<file path="src/rtl/aish_zone_scanner.sv">
`default_nettype none
// ============================================================================
// Module      : aish_zone_scanner
// Description : Drives a 16:1 sensor mux, debounces every zone across scans
//               and latches an acknowledgeable alarm for armed zones.
// Revision    : 1.0 - initial release
// ============================================================================
module aish_zone_scanner #(
  parameter int DWELL    = 2,
  parameter int DEBOUNCE = 2
) (
  input  logic        clk,
  input  logic        rst,
  input  logic        enable,
  input  logic        mux_in,
  input  logic [15:0] arm_mask,
  input  logic        ack,
  output logic [3:0]  sel,
  output logic [15:0] zone_status,
  output logic        alarm,
  output logic [3:0]  alarm_zone,
  output logic        scan_done
);

  localparam logic [3:0] DWELL_LD = 4'(DWELL);
  localparam logic [2:0] DEB_TGT  = 3'(DEBOUNCE);

  typedef enum logic [1:0] {
    IDLE   = 2'd0,
    SETTLE = 2'd1,
    SAMPLE = 2'd2
  } state_t;

  state_t      state, state_next;
  logic [3:0]  settle_cnt, settle_next;
  logic [3:0]  sel_next;
  logic        done_next;
  logic [15:0] armed;
  logic [3:0]  low_idx;
  logic        trip;

  always_ff @(posedge clk) begin
    if (rst) begin
      state      <= IDLE;
      settle_cnt <= 4'd0;
      sel        <= 4'd0;
      scan_done  <= 1'b0;
    end else begin
      state      <= state_next;
      settle_cnt <= settle_next;
      sel        <= sel_next;
      scan_done  <= done_next;
    end
  end

  // enable is only looked at in IDLE and on the last zone's sample cycle,
  // so a mid-scan drop always finishes the scan in progress.
  always_comb begin
    state_next  = state;
    settle_next = settle_cnt;
    sel_next    = sel;
    done_next   = 1'b0;
    case (state)
      IDLE: begin
        sel_next = 4'd0;
        if (enable) begin
          state_next  = SETTLE;
          settle_next = DWELL_LD;
        end
      end
      SETTLE: begin
        settle_next = settle_cnt - 4'd1;
        if (settle_cnt <= 4'd1) state_next = SAMPLE;
      end
      SAMPLE: begin
        if (sel != 4'd15) begin
          sel_next    = sel + 4'd1;
          settle_next = DWELL_LD;
          state_next  = SETTLE;
        end else begin
          sel_next  = 4'd0;
          done_next = 1'b1;
          if (enable) begin
            state_next  = SETTLE;
            settle_next = DWELL_LD;
          end else begin
            state_next = IDLE;
          end
        end
      end
      default: state_next = IDLE;
    endcase
  end

  for (genvar i = 0; i < 16; i++) begin : g_zone
    logic       hit;
    logic       st;
    logic [2:0] cnt;

    assign hit = (state == SAMPLE) && (sel == 4'(i));

    always_ff @(posedge clk) begin
      if (rst) begin
        st  <= 1'b0;
        cnt <= 3'd0;
      end else if (hit) begin
        if (mux_in == st) begin
          cnt <= 3'd0;
        end else if (3'(cnt + 3'd1) == DEB_TGT) begin
          st  <= ~st;
          cnt <= 3'd0;
        end else begin
          cnt <= cnt + 3'd1;
        end
      end
    end

    assign zone_status[i] = st;
  end

  // Descending scan so the last hit written is the lowest active index.
  always_comb begin
    armed   = zone_status & arm_mask;
    low_idx = 4'd0;
    for (int i = 15; i >= 0; i--) begin
      if (armed[i]) low_idx = 4'(i);
    end
  end

  assign trip = |armed;

  // An active trip always beats ack, so the alarm cannot be cleared early.
  always_ff @(posedge clk) begin
    if (rst) begin
      alarm      <= 1'b0;
      alarm_zone <= 4'd0;
    end else if (!alarm && trip) begin
      alarm      <= 1'b1;
      alarm_zone <= low_idx;
    end else if (alarm && ack && !trip) begin
      alarm <= 1'b0;
    end
  end

endmodule
`default_nettype wire
</file>
<file path="config.mk">
export PLATFORM = sky130hd
export DESIGN_NAME = aish_zone_scanner
export DESIGN_NICKNAME = d
export VERILOG_FILES = /design/src/rtl/aish_zone_scanner.sv
export SDC_FILE = /design/constraint.sdc
export NUM_CORES = 1
export LEC_CHECK = 0
export CORE_ASPECT_RATIO = 0.9
export CORE_MARGIN = 8
export CORE_UTILIZATION = 55
export CTS_CLUSTER_DIAMETER = 120
export CTS_CLUSTER_SIZE = 16
export DETAILED_ROUTE_END_ITERATION = 12
export GPL_ROUTABILITY_DRIVEN = 1
export PLACE_DENSITY = 0.85
export RECOVER_POWER = 100
export SYNTH_ARGS = -nofsm -noshare
export SYNTH_HDL_FRONTEND = slang
export SYNTH_SLANG_ARGS = --single-unit
</file>
<file path="constraint.sdc">
create_clock -name clk -period 1.7 [get_ports clk]
set_input_delay 0.255 -clock clk [delete_from_list [all_inputs] [get_ports clk]]
set_output_delay 0.255 -clock clk [all_outputs]
set_load 0.05 [all_outputs]
</file>
# Word level (Yosys, flattened, before mapping)
# Cells that the tools add are included.
[word_totals]
regBits = 80
output_inout_bits = 26
[classes]
reduce_logical = 45
n_lt_le_gt_ge = 1
muxes = 61
eq_ne = 52
bitwise_logic = 34
n_addsub = 18
[ops]
columns = ["op", "count"]
rows = [
  ["3-bit two-way mux", 32],
  ["4-bit two-way mux", 19],
  ["3-bit by 1-bit adder with 3-bit output (second input constant)", 16],
  ["3-bit by 2-bit == test with 1-bit output (second input constant)", 16],
  ["3-bit AND reduction", 16],
  ["1-bit NOT", 33],
  ["4-bit == test (second input constant)", 8],
  ["1-bit logical AND", 19],
  ["16-bit AND", 1],
  ["1-bit == test", 16],
  ["4-bit by 3-bit == test with 1-bit output (second input constant)", 4],
  ["16-bit OR reduction", 1],
  ["4-bit one-hot mux with 3 select lines", 1],
  ["4-bit by 2-bit == test with 1-bit output (second input constant)", 2],
  ["4-bit one-hot mux with 2 select lines", 1],
  ["2-bit one-hot mux with 3 select lines", 1],
  ["1-bit two-way mux", 5],
  ["4-bit by 1-bit adder with 4-bit output (second input constant)", 1],
  ["4-bit by 1-bit == test with 1-bit output (second input constant)", 1],
  ["4-bit by 1-bit <= comparator with 1-bit output (second input constant)", 1],
  ["4-bit logical NOT", 1],
  ["2-bit two-way mux", 2],
  ["2-bit != test (second input constant)", 2],
  ["4-bit != test (second input constant)", 1],
  ["other kinds (9)", 11],
]

# Logic depth before layout (Yosys ltp)
[depth]
depth_word = 17
mapped_depth = 9

# Worst setup path before layout
# OpenSTA, ideal clock, no wires.
[synth_timing]
kind = "flip-flop to flip-flop"
start = "register sel[0]"
end = "register g_zone[3].cnt[0]"
setup_slack_ns = -0.134
synth_period_minus_slack_ns = 1.834
path_stages_with_launch = 7
path_buffers = 0
arrival_time_ns = 1.769
path_cell_list = "dfxtp_1 ha_1 nand4bb_1 nor2_1 nand2_1 o21a_1 nor2_1"
[synth_between]
elab_chain_cells = 2
[synth_rtl]
columns = ["item", "line", "rtl"]
rows = [
  ["from (decl)", "18", "output logic [3:0] sel,"],
  ["from (signal assigned)", "51", "sel <= sel_next;"],
  ["4-bit by 2-bit == test with 1-bit output", "100", "assign hit = (state == SAMPLE) && (sel == 4'(i));"],
  ["1-bit logical AND", "100", ""],
  ["to (signal assigned)", "113", "cnt <= cnt + 3'd1;"],
  ["to (decl)", "98", "logic [2:0] cnt;"],
]
# Every way passes these cells.
# A chain may end at the register's enable or synchronous reset.

# Worst setup path after layout
[layout_timing]
start = "register state[1]"
end = "register settle_cnt[2]"
[layout_between]
elab_chain_cells = 2
[layout_rtl]
columns = ["item", "line", "rtl"]
rows = [
  ["from (decl)", "34", "state_t state, state_next;"],
  ["from (signal assigned)", "49", "state <= state_next;"],
  ["2-bit == test, or another cell as far along", "63", "case (state)"],
  ["4-bit one-hot mux with 3 select lines / 3-bit nonzero test (equally long branches)", "--", ""],
  ["to (signal assigned)", "50", "settle_cnt <= settle_next;"],
  ["to (decl)", "35", "logic [3:0] settle_cnt, settle_next;"],
]
# Several ways; a longest one is shown, not always the timed one.

==> impl_results.md <==
- Outcome: complete, no violations
- Die height: 105 um
- Drt pass-1 iters: 4
- Worst hold path type: in2reg
- Non-Filler Instances: 753
- Largest net degree at the start of global routing: 67
- Share of layout cells above drive strength 1: 0.162
- Number of I/O pins: 47
- Int Pwr: 3.26 mW
- Vias in the first global route: 4180
- GRT overflow: 0
- Worst IR drop on VDD: 0.474 mV
- Worst Tran Pin Value: 0.606 ns
- PD cells: 803 nW/um2
- Drt wl/cell: 14.5 um
- Total CTS buffers: 9
- Number of antenna diodes: 0
- WHS: 0.256 ns
- Initial cell density of the core: 0.564
- Via density: 5.50
- Clock share of power: 0.337
- CP endpoint kind: flip-flop
- Worst path cell trace: inv_1 > ha_4 > nand2_1 > or4b_1 > a21oi_1
- Pleak: 2.20 nW
- Slowest CP cell: or4b_1
- Power share of the sequential group: 0.436
- Post-DP Area: 5410 um2
- Slowest stage delay, CP: 0.52 ns
- Grt met2 use: 0.328
- Type of the worst setup path: reg2reg
- Root buf cell: clkbuf_8
- Avg Cell Area, Syn: 8.37 um2
- Critical path fanouts, max: 5
- Met3 Usage GRT: 0.0437
- Post-DP HPWL: 7830 um
- Min cycle time layout: 1.61 ns
- Post-synth EDFFs: 0
- CTS clock-pin slew for the worst setup and hold paths: 0.09 ns
- Post-synthesis cell count: 575
- Critical Path Start Type: flip-flop
- CP startpoint: state[1]
- Drt drc: 0
- Via Count: 4141
- Fill count: 671
- Maximum clock insertion buffer count: 2
- Max-cap violations: 0
- Top_reg_cell synth: dfxtp_1
- First-pass GRT wire length: 18800 um
- Detailed Route Iter0 Violations: 212
- Synth Area in Compound Gates: 0.156
- Fin nets: 693
- FP Rows: 32
- Aggregate routed wire length: 10900 um
- Period utilisation layout: 0.945
- Worst Hold Launch: rst
- Largest family of logic cells by synthesized area: simple AND/OR/NAND/NOR gates
- Switching power: 1.35 mW
- Final setup viols: 0
- Core area: 8530 um2
- Simple-gate share of the synthesized area: 0.238
- Sw Ratio: 0.293
- Max Slew Vio Count: 0
- Multiplexer share of the synthesized area: 0.0312
- Yosys cell types: 50
- Worst reg2reg path startpoint: state[1]
- Clk sink count: 80
- Fmax achieved: 623 MHz
- Area occupied by multi-input gates: 2950 um2
- Synthesis-to-layout area growth: 19.2%
- Register area share after synthesis: 0.333
- Setup TNS: 0 ns
- DRT antenna net count: 0
- Register area: 1610 um2
- Worst endpoint required time: 1.99 ns
- RSZ-0062 raised after global routing: true
- Flop-to-flop setup slack: 0.09 ns
- Initial antenna violation count: 0
- CTS tree: built
- Setup repair bufs after CTS: 0
- Die width: 115 um
- Slew headroom: 0.598
- Critical path arrival: 1.90 ns
- Worst skew pair latency: 0.36 ns
- Post-Synth XOR/XNOR Area: 0.0582
- Synth warn: 0
- Post-synthesis net count: 639
- Post-synthesis cell area: 4810 um2
- M1 GR Usage: 0.218
- Clock skew: 0.0117 ns
- Max H-tree Level: 3
- Finished Cell Area: 5740 um2
- Global Route Usage Sum: 0.188
- Final Wtd Congestion: 0.894
- Async S/R FF share, synth: 0
- Comb power frac: 0.226
- Port Buffer Count: 46
- Die area: 12000 um2
- Placed insts: 736
- Synth Area in Adders: 0.112
- Global route hottest layer: met2
- #FFs+latches synth: 80
- Fin. Hold Viols: 0
## stage by stage
stage	power, mW	worst slack (ns)	util
global placement	2.87	-0.105	0.634
detailed placement	2.91	-0.103	0.634
floorplan	2.64	0.0382	-
CTS	4.48	0.00415	0.665
global route	4.83	-0.00853	0.673
finish	4.61	0.0937	0.673
## path summary, 6_finish.rpt
path / end / cells past startpoint
max: settle_cnt[2] / 5
min: g_zone[15].cnt[0] / 2
max reg2reg: settle_cnt[2] / 5
min reg2reg: alarm_zone[1] / 2
## registers in the layout, indices dropped and copies added (netlist names)
name	cells
g_zone.cnt	48
g_zone.st	16
state	2
alarm	1
alarm_zone	4
settle_cnt	4
scan_done	1
sel	4
## power groups by stage
stage	Clock, mW	Combinational, mW	Sequential (mW)
floorplan	0	0.594	2.05
global placement	0	0.837	2.03
detailed placement	0	0.870	2.04
CTS	1.58	0.912	1.99
global route	1.67	1.14	2.02
finish	1.56	1.04	2.01
## kinds of logic (layout without fill, tap and decap cells)
group | Yosys count | count (layout)
compound gates | 112 | 112
xor+xnor | 32 | 32
fa+ha+maj | 43 | 43
buf+inv | 62 | 121
flops | 80 | 80
mux | 15 | 15
simple gates | 231 | 231
## cell type report
type | count | area share
multi-input combinational | 433 | 0.514
sequential | 80 | 0.280
timing repair buffer | 79 | 0.124
tap | 119 | 0.0260
clock buffer | 11 | 0.0246
inverter | 26 | 0.0170
clock inverter | 5 | 0.0140
## layer usage
layer / wire, um / part of all wire
met5: 0 / 0
met4: 170 / 0.016
met3: 543 / 0.050
met2: 5360 / 0.49
met1: 4810 / 0.44
## worst max-delay path: cells and delay by family, from the launching register on
family | cells | cell delay [ns]
DFF | 1 | 0.39
adders and majority gates | 1 | 0.29
and+or+nand+nor | 2 | 0.61
buffers and inverters | 1 | 0.08
AOI/OAI and AO/OA | 1 | 0.16
## placed cells by master, fill, tap and decap left out, drive strengths merged, types with 2 or more instances in the layout
| cell | count |
|---|---|
| a2bb2oi | 15 |
| ha | 43 |
| a22o | 2 |
| nand4bb | 4 |
| nand3b | 15 |
| o21a | 15 |
| inv | 26 |
| nor3 | 10 |
| buf | 57 |
| clkdlybuf4s50 | 19 |
| clkinvlp | 2 |
| nand4b | 8 |
| dfxtp | 80 |
| a41oi | 3 |
| nand3 | 4 |
| mux2i | 15 |
| a31oi | 4 |
| nand2 | 64 |
| xnor2 | 32 |
| nor2 | 110 |
| nand2b | 2 |
| a32o | 3 |
| nor3b | 2 |
| a21oi | 33 |
| bufinv | 2 |
| nand4 | 6 |
| a22oi | 9 |
| o21ai | 20 |
| clkbuf | 14 |
## cell usage after synthesis (all sizes together), types with 10 or more instances
cell / instances / share of area
o21ai: 20 / 0.021
ha: 43 / 0.11
inv: 26 / 0.020
mux2i: 15 / 0.031
a2bb2oi: 15 / 0.027
xnor2: 32 / 0.058
buf: 27 / 0.044
nor2: 110 / 0.086
nor3: 10 / 0.010
nand3b: 15 / 0.023
a21oi: 33 / 0.034
dfxtp: 80 / 0.33
nand2: 64 / 0.050
o21a: 15 / 0.023
## timing repair
action                     4_1_cts  5_1_grt
hold buffers                     0        0
resized for setup                8       11
pin swaps                        0        1
setup endpoints to repair       13       59
cloned                           0        1
Power figures use the tool's default switching activity.
